[src/rtl/rho_rotate.sv]
// Keccak rho stage: captures 64 slices of 25 cells, then streams them back with every lane rotated by its rho offset.
// Define RHO_OUT_REG_EN to register data_out/out_valid/done (adds one cycle of output latency).
module rho_rotate #(
    parameter int NUM_CELLS  = 25,
    parameter int NUM_SLICES = 64
) (
    input  logic                 clk,
    input  logic                 rst,
    input  logic                 start,
    input  logic [NUM_CELLS-1:0] data_in,
    output logic                 loading,
    output logic                 out_valid,
    output logic [NUM_CELLS-1:0] data_out,
    output logic                 done
);

    localparam int CNT_W = $clog2(NUM_SLICES);
    localparam logic [CNT_W-1:0] CNT_LAST = CNT_W'(NUM_SLICES - 1);

    // Offsets indexed by cell i = x + 5*y
    localparam logic [5:0] RHO [25] = '{
        6'd0,  6'd1,  6'd62, 6'd28, 6'd27,
        6'd36, 6'd44, 6'd6,  6'd55, 6'd20,
        6'd3,  6'd10, 6'd43, 6'd25, 6'd39,
        6'd41, 6'd45, 6'd15, 6'd21, 6'd8,
        6'd18, 6'd2,  6'd61, 6'd56, 6'd14
    };

    typedef enum logic [1:0] {IDLE, LOAD, EMIT, DONE} state_t;

    state_t               state_reg, state_next;
    logic [CNT_W-1:0]     cnt_reg, cnt_next;
    logic [NUM_CELLS-1:0] state_buf_reg [NUM_SLICES];
    logic [NUM_CELLS-1:0] slice_mux;
    logic                 emit_active;
    logic [NUM_CELLS-1:0] data_out_next;

    always_ff @(posedge clk or posedge rst) begin
        if (rst) begin
            state_reg <= IDLE;
            cnt_reg   <= '0;
        end else begin
            state_reg <= state_next;
            cnt_reg   <= cnt_next;
        end
    end

    always_comb begin
        state_next = state_reg;
        cnt_next   = cnt_reg;
        case (state_reg)
            IDLE: begin
                if (start) begin
                    state_next = LOAD;
                    cnt_next   = '0;
                end
            end
            LOAD: begin
                cnt_next = cnt_reg + 1'b1;
                if (cnt_reg == CNT_LAST) begin
                    state_next = EMIT;
                    cnt_next   = '0;
                end
            end
            EMIT: begin
                cnt_next = cnt_reg + 1'b1;
                if (cnt_reg == CNT_LAST) begin
                    state_next = DONE;
                    cnt_next   = '0;
                end
            end
            default: state_next = IDLE;
        endcase
    end

    // Slice buffer has no reset; its contents only matter within a run
    always_ff @(posedge clk) begin
        if (state_reg == LOAD) begin
            state_buf_reg[cnt_reg] <= data_in;
        end
    end

    // Each cell picks its bit from the slice that lies r[x][y] behind the current output slice
    generate
        for (genvar gi = 0; gi < NUM_CELLS; gi++) begin : g_cell
            logic [CNT_W-1:0] src_slice;
            assign src_slice     = cnt_reg - CNT_W'(RHO[gi]);
            assign slice_mux[gi] = state_buf_reg[src_slice][gi];
        end
    endgenerate

    assign loading       = (state_reg == LOAD);
    assign emit_active   = (state_reg == EMIT);
    assign data_out_next = emit_active ? slice_mux : '0;

`ifdef RHO_OUT_REG_EN
    logic                 out_valid_reg;
    logic                 done_reg;
    logic [NUM_CELLS-1:0] data_out_reg;

    always_ff @(posedge clk or posedge rst) begin
        if (rst) begin
            out_valid_reg <= 1'b0;
            done_reg      <= 1'b0;
            data_out_reg  <= '0;
        end else begin
            out_valid_reg <= emit_active;
            done_reg      <= (state_reg == DONE);
            data_out_reg  <= data_out_next;
        end
    end

    assign out_valid = out_valid_reg;
    assign done      = done_reg;
    assign data_out  = data_out_reg;
`else
    assign out_valid = emit_active;
    assign done      = (state_reg == DONE);
    assign data_out  = data_out_next;
`endif

endmodule

[config.mk]
export PLATFORM = sky130hd
export DESIGN_NAME = rho_rotate
export DESIGN_NICKNAME = d
export VERILOG_FILES = /design/src/rtl/rho_rotate.sv
export SDC_FILE = /design/constraint.sdc
export NUM_CORES = 2
export LEC_CHECK = 0
export CAP_MARGIN = 40
export CORE_MARGIN = 2
export CORE_UTILIZATION = 35
export CTS_CLUSTER_SIZE = 24
export DETAILED_ROUTE_END_ITERATION = 8
export MAX_ROUTING_LAYER = met4
export PLACE_DENSITY_LB_ADDON = 0.1
export REMOVE_ABC_BUFFERS = 1
export SKIP_LAST_GASP = 1
export SLEW_MARGIN = 20
export SYNTH_ARGS = -nofsm -noshare
export SYNTH_HDL_FRONTEND = slang
export SYNTH_SLANG_ARGS = --single-unit
export TNS_END_PERCENT = 30
[constraint.sdc]
create_clock -name clk -period 6.3 [get_ports clk]
set_input_delay 1.26 -clock clk [delete_from_list [all_inputs] [get_ports clk]]
set_output_delay 1.26 -clock clk [all_outputs]
set_load 0.005 [all_outputs]
== After elaboration in Yosys (flattened, before gate mapping) ==
Memories as Yosys holds them, arrays and structs flattened.
Index checks and enable logic that the tools add are counted.

* Reduce and logical (&&, ||, !) cells: 5
* Equal/unequal tests: 7
* Add/subtract/negate cells: 25
* Muxes and demuxes: 10

{| class="wikitable"
|+ Operators by type and width
! cell !! number
|-
| $sub A6 B6 Y6 const B || 10
|-
| $sub A6 B5 Y6 const B || 6
|-
| $mux W25 || 1
|-
| $sub A6 B4 Y6 const B || 4
|-
| $mux W6 || 2
|-
| $pmux W6 S2 || 1
|-
| $sub A6 B2 Y6 const B || 2
|-
| $add A6 B1 Y6 const B || 1
|-
| $eq A6 B6 Y1 const B || 1
|-
| $mux W2 || 3
|-
| $pmux W2 S3 || 1
|-
| $sub A6 B1 Y6 const B || 1
|-
| $sub A6 B3 Y6 const B || 1
|-
| $eq A2 B2 Y1 const B || 2
|-
| $ne A2 B1 Y1 const B || 2
|-
| $reduce_and A3 Y1 || 1
|-
| $eq A2 B1 Y1 const B || 1
|-
| $logic_not A2 Y1 || 1
|-
| $mux W1 || 2
|-
| $ne A2 B2 Y1 const B || 1
|-
| $reduce_and A2 Y1 || 1
|-
| $reduce_bool A2 Y1 || 1
|-
| $reduce_or A2 Y1 || 1
|}

* Word-level logic and storage cells: 50
* Memories: 1
* Flip-flop bits (word level): 8
* Bits in writable memories: 1,600
* Input bits: 28
* Output and inout bits: 28

{| class="wikitable"
|+ Memories
! memory !! depth !! bits a word !! rd ports !! clocked after Yosys merged registers in !! write ports !! RTL line !! text
|-
| state_buf_reg || 64 || 25 || 25 || 0 || 1 || 33 || <nowiki>logic [NUM_CELLS-1:0] state_buf_reg [NUM_SLICES];</nowiki>
|}

== Depth between registers and ports, before layout ==
* Depth after elaboration: 4
* Gate-level depth with buffers: 15
* Gate-level depth less buffers: 9

== Worst setup path before layout ==
OpenSTA, ideal clock, no wires.

* Path type: reg-to-output
* From: register cnt_reg[1]
* To: output port data_out[11]
* Slack: 1.208 ns
* Cell stages (with the launch flop): 14
* Arrival time: 3.832 ns
* Cells stage by stage: dfrtp_1 -> clkbuf_1 -> clkbuf_1 -> buf_2 -> inv_1 -> clkbuf_1 -> ha_1 -> clkbuf_1 -> clkbuf_1 -> clkbuf_1 -> mux4_2 -> mux4_2 -> mux2i_1 -> o22ai_1

* Longest elaborated chain between the ends: 3

{| class="wikitable"
|+ RTL lines
! element !! RTL line !! text
|-
| start: declaration || 32 || <nowiki>logic [CNT_W-1:0] cnt_reg, cnt_next;</nowiki>
|-
| start signal: assignment || 44 || <nowiki>cnt_reg <= cnt_next;</nowiki>
|-
| $sub A6 B4 Y6 || 87 || <nowiki>assign src_slice = cnt_reg - CNT_W'(RHO[gi]);</nowiki>
|-
| $mem_v2 Z64 W25 || n/a ||
|-
| $mux W25 || 94 || <nowiki>assign data_out_next = emit_active ? slice_mux : '0;</nowiki>
|-
| end: declaration || 13 || <nowiki>output logic [NUM_CELLS-1:0] data_out,</nowiki>
|}

No other way between the ends.

== Final worst setup path ==
* From: register cnt_reg[1]
* To: output port data_out[15]

* Longest elaborated chain between the ends: 3

{| class="wikitable"
|+ RTL lines
! element !! RTL line
|-
| $sub A6 B6 Y6 || 87
|-
| $mem_v2 Z64 W25 || n/a
|-
| $mux W25 || 94
|}

No other way between the ends.

==> results.sh <==
export IMPL_switchingPower_uw=8480
export IMPL_htreeDepth=4
export IMPL_largest_register_ff_count=1600
export IMPL_min_from="state_reg[0]$_DFFE_PP0P_"
export IMPL_cp_cell_sequence="inv_1 -> ha_1 -> xnor2_4 -> buf_4 -> buf_4 -> mux4_2 -> mux2i_1 -> mux2_2 -> nor2_1 -> clkdlybuf4s50_1"
export IMPL_post_drt_wl_per_cell_um=36.9
export IMPL_reg2reg_from="cnt_reg[1]$_DFFE_PP0P_"
export IMPL_tns_ns=0
export IMPL_gr_usage_met2=0.363
export IMPL_wl_um=201000
export IMPL_grt_busiest_layer="met2"
export IMPL_crit_top_cell="buf_4"
export IMPL_yosys_warnings=0
export IMPL_rsz0062_at_grt="false"
export IMPL_fmax_mhz=165
export IMPL_drt_first_pass_iters=7
export IMPL_area_delta_synth_final_pct=18.1
export IMPL_finalMaxSlewViolations=0
export IMPL_pwr_share_clk=0.331
export IMPL_relSlewSlack=0.365
export IMPL_layout_nets=3012
export IMPL_netlist_instances=2658
export IMPL_end_kind="primary output"
export IMPL_p_per_area_nw_per_um2=403
export IMPL_synth_async_reset_ratio=0.00498
export IMPL_vias_per_cell=5.59
export IMPL_crit_path_max_incr_delay_ns=0.55
export IMPL_cp_slowest_cell="mux4_2"
export IMPL_layout_cells_non_filler=5454
export IMPL_drc=0
export IMPL_finalCritPeriodShare=0.960
export IMPL_arrival_ns=4.79
export IMPL_min_period_ns=6.05
export IMPL_yosys_cell_types_count=50
export IMPL_p_comb_frac=0.268
export IMPL_clockRootBuffer="clkbuf_16"
export IMPL_gp_congestion=0.833
export IMPL_use_met3=0.0369
export IMPL_final_hold_viol_count=0
export IMPL_setup_viol=0
export IMPL_hp_class="flip-flop to flip-flop"
export IMPL_start_util=0.352
export IMPL_post_place_cells=5131
export IMPL_grt_max_degree=124
export IMPL_fp_dieArea_um2=182000
export IMPL_ys_seq_area_frac=0.770
export IMPL_ff2ff_setup_slack_ns=2.66
export IMPL_outcome="completed"
export IMPL_total_leakage_power_uw=0.0227
export IMPL_rr_worst_depth=5
export IMPL_r2r_end="state_buf_reg[20][7]$_DFFE_PP_"
export IMPL_clock_sinks=1608
export IMPL_drt_initial_drc_count=3578
export IMPL_port_buffer_count=55
export IMPL_cts_made_buffers=174
export IMPL_maxCapViolations=0
export IMPL_overflow=0
export IMPL_grt_pass1_wl_um=273000
export IMPL_worst_slew_pin_slew_ns=0.953
export IMPL_finalClockSkew_ns=0.0343
export IMPL_crit_required_ns=5.04
export IMPL_grt_pass1_vias=31200
export IMPL_ys_flop_type="edfxtp_1"
export IMPL_final_util=0.415
export IMPL_die_w_um=427
export IMPL_boundaryPins=56
export IMPL_hold_buffers=0
export IMPL_sw_frac_of_total=0.284
export IMPL_power_uw=29800
export IMPL_synth_edff_count=1600
export IMPL_antenna_left=0
export IMPL_use_met1=0.306
export IMPL_synth_avg_cell_area_um2=23.6
export IMPL_core_area_um2=178000
export IMPL_worstSkewPairLatency_ns=0.82
export IMPL_grt_usage=0.229
export IMPL_hpwl_um=123000
export IMPL_die_h_um=427
export IMPL_synth_area_um2=62700
export IMPL_grt_antenna_before_repair=11
export IMPL_cts_reportedPaths_clkPinSlew_ns=0.06
export IMPL_critPathMaxFanout=21
export IMPL_fp_row_count=155
export IMPL_crit_type="flip-flop to primary output"
export IMPL_ir_drop_uv=256
export IMPL_drive_gt1_frac=0.330
export IMPL_power_frac_seq=0.402
export IMPL_crit_start="cnt_reg[1]$_DFFE_PP0P_"
export IMPL_synth_seq_cells=1608
export IMPL_intPower_uw=21400
export IMPL_hold_slack_ns=0.599
export IMPL_cts_tree="yes"
export IMPL_cp_start_kind="flip-flop"
export IMPL_cts_buffer_depth=3
export IMPL_endpoint="data_out[15]"
export IMPL_route_vias_total=30500
[cell type report]
class                      instances  area [µm²]
fill                           15300      104000
sequential                      1608       48300
multi-input combinational        911       14200
clock buffer                     217        4580
timing repair buffer             250        3060
tap                             2355        2950
clock inverter                    94         877
inverter                          15        57.6
antenna                            4        10.0
[cells in the mapped netlist, types with 3 or more instances]
master,number,area share
or3_1,3,0.00030
mux2i_1,71,0.011
a21boi_0,4,0.00048
dfrtp_1,8,0.0032
xnor2_2,5,0.0013
nor2b_1,16,0.0016
nand4_1,4,0.00040
nand2_1,57,0.0034
a21oi_1,22,0.0018
mux2_2,6,0.0011
a22oi_1,3,0.00036
buf_4,33,0.0040
inv_1,11,0.00066
clkbuf_1,45,0.0027
buf_2,32,0.0026
buf_6,5,0.00090
o22ai_1,10,0.0010
xor2_1,16,0.0022
nor2_1,79,0.0047
a221oi_1,5,0.00070
ha_1,24,0.0048
o21ai_1,3,0.00024
a211oi_1,12,0.0014
a31oi_1,6,0.00060
mux4_2,473,0.17
nand2b_1,5,0.00050
buf_1,9,0.00054
o21ai_0,10,0.00080
a2111oi_0,5,0.00070
and2_1,8,0.00080
nand3_1,16,0.0013
edfxtp_1,1600,0.77
xnor2_1,26,0.0036
[per-layer routing]
layer | up-vias | wire length [µm] | share of wire
met5 | - | 0 | 0
met4 | 0 | 6090 | 0.030
met3 | 281 | 12600 | 0.063
met2 | 1177 | 98600 | 0.49
met1 | 17000 | 84200 | 0.42
li1 | 12000 | - | -
[cells in the final DEF (no fill, tap or decap), types with 15 or more instances in the layout]
cell type	instances
xor2_1	16
mux4_2	473
nor2_1	15
nand2_1	57
clkbuf_1	40
xnor2_1	23
buf_4	117
buf_16	35
nor2_4	64
a21oi_1	22
ha_1	21
edfxtp_1	1600
nor2b_1	16
buf_2	25
buf_12	33
mux2i_1	71
clkinv_2	29
nand3_1	16
clkdlybuf4s50_1	30
clkbuf_16	177
clkinv_1	37
[worst min-delay path by stage]
stage | depth (start not counted) | endpoint | slack [ns]
6_report | 2 | state_reg[0]$_DFFE_PP0P_ | 0.60
3_3_place_gp | 2 | state_reg[0]$_DFFE_PP0P_ | 0.54
4_1_cts | 2 | state_reg[0]$_DFFE_PP0P_ | 0.59
3_5_place_dp | 2 | state_reg[0]$_DFFE_PP0P_ | 0.58
2_1_floorplan | 2 | state_reg[0]$_DFFE_PP0P_ | 0.51
5_1_grt | 2 | state_reg[0]$_DFFE_PP0P_ | 0.63
[per-stage QoR]
stage | instance area (µm²) | worst slack, ns
floorplan | 62000 | -15.75
global route | 74000 | 0.0364
finish | 74000 | 0.251
CTS | 73900 | 0.0937
global placement | 67000 | 0.768
detailed placement | 68400 | 0.771
[critical path, delay by kind of cell, from the launching register on]
kind	cells	cell delay [ns]
xor gates and xnor gates	1	0.14
DFF	1	0.53
adders and majority gates	1	0.41
buffers and inverters	4	1.78
muxes	3	1.02
and+or+nand+nor	1	0.07
[power by group through the flow]
stage	Clock, µW	Sequential [µW]	Combinational (µW)
2_1_floorplan	0	12500	4500
3_3_place_gp	0	12200	8000
3_5_place_dp	0	12200	8090
4_1_cts	10100	12000	8110
5_1_grt	10500	12000	8460
6_report	9870	12000	7990
[what timing repair did]
item	CTS	global route
setup endpoints to repair	4	1
resized for setup	1	0
buffers inserted	0	1
endpoints found under the hold margin	0	0
[cell families (layout without fill, tap and decap cells)]
family                     Yosys count  count (layout)  synth area share
other                                0               4                 0
AOI/OAI and AO/OA                   94              94           0.00999
buffers and inverters              139             576            0.0115
and+or+nand+nor                    195             195            0.0138
DFF                               1608            1608             0.770
adders and majority gates           24              24           0.00479
xor gates and xnor gates            48              48           0.00743
muxes                              550             550             0.182
(Power assumes the default switching activity.)
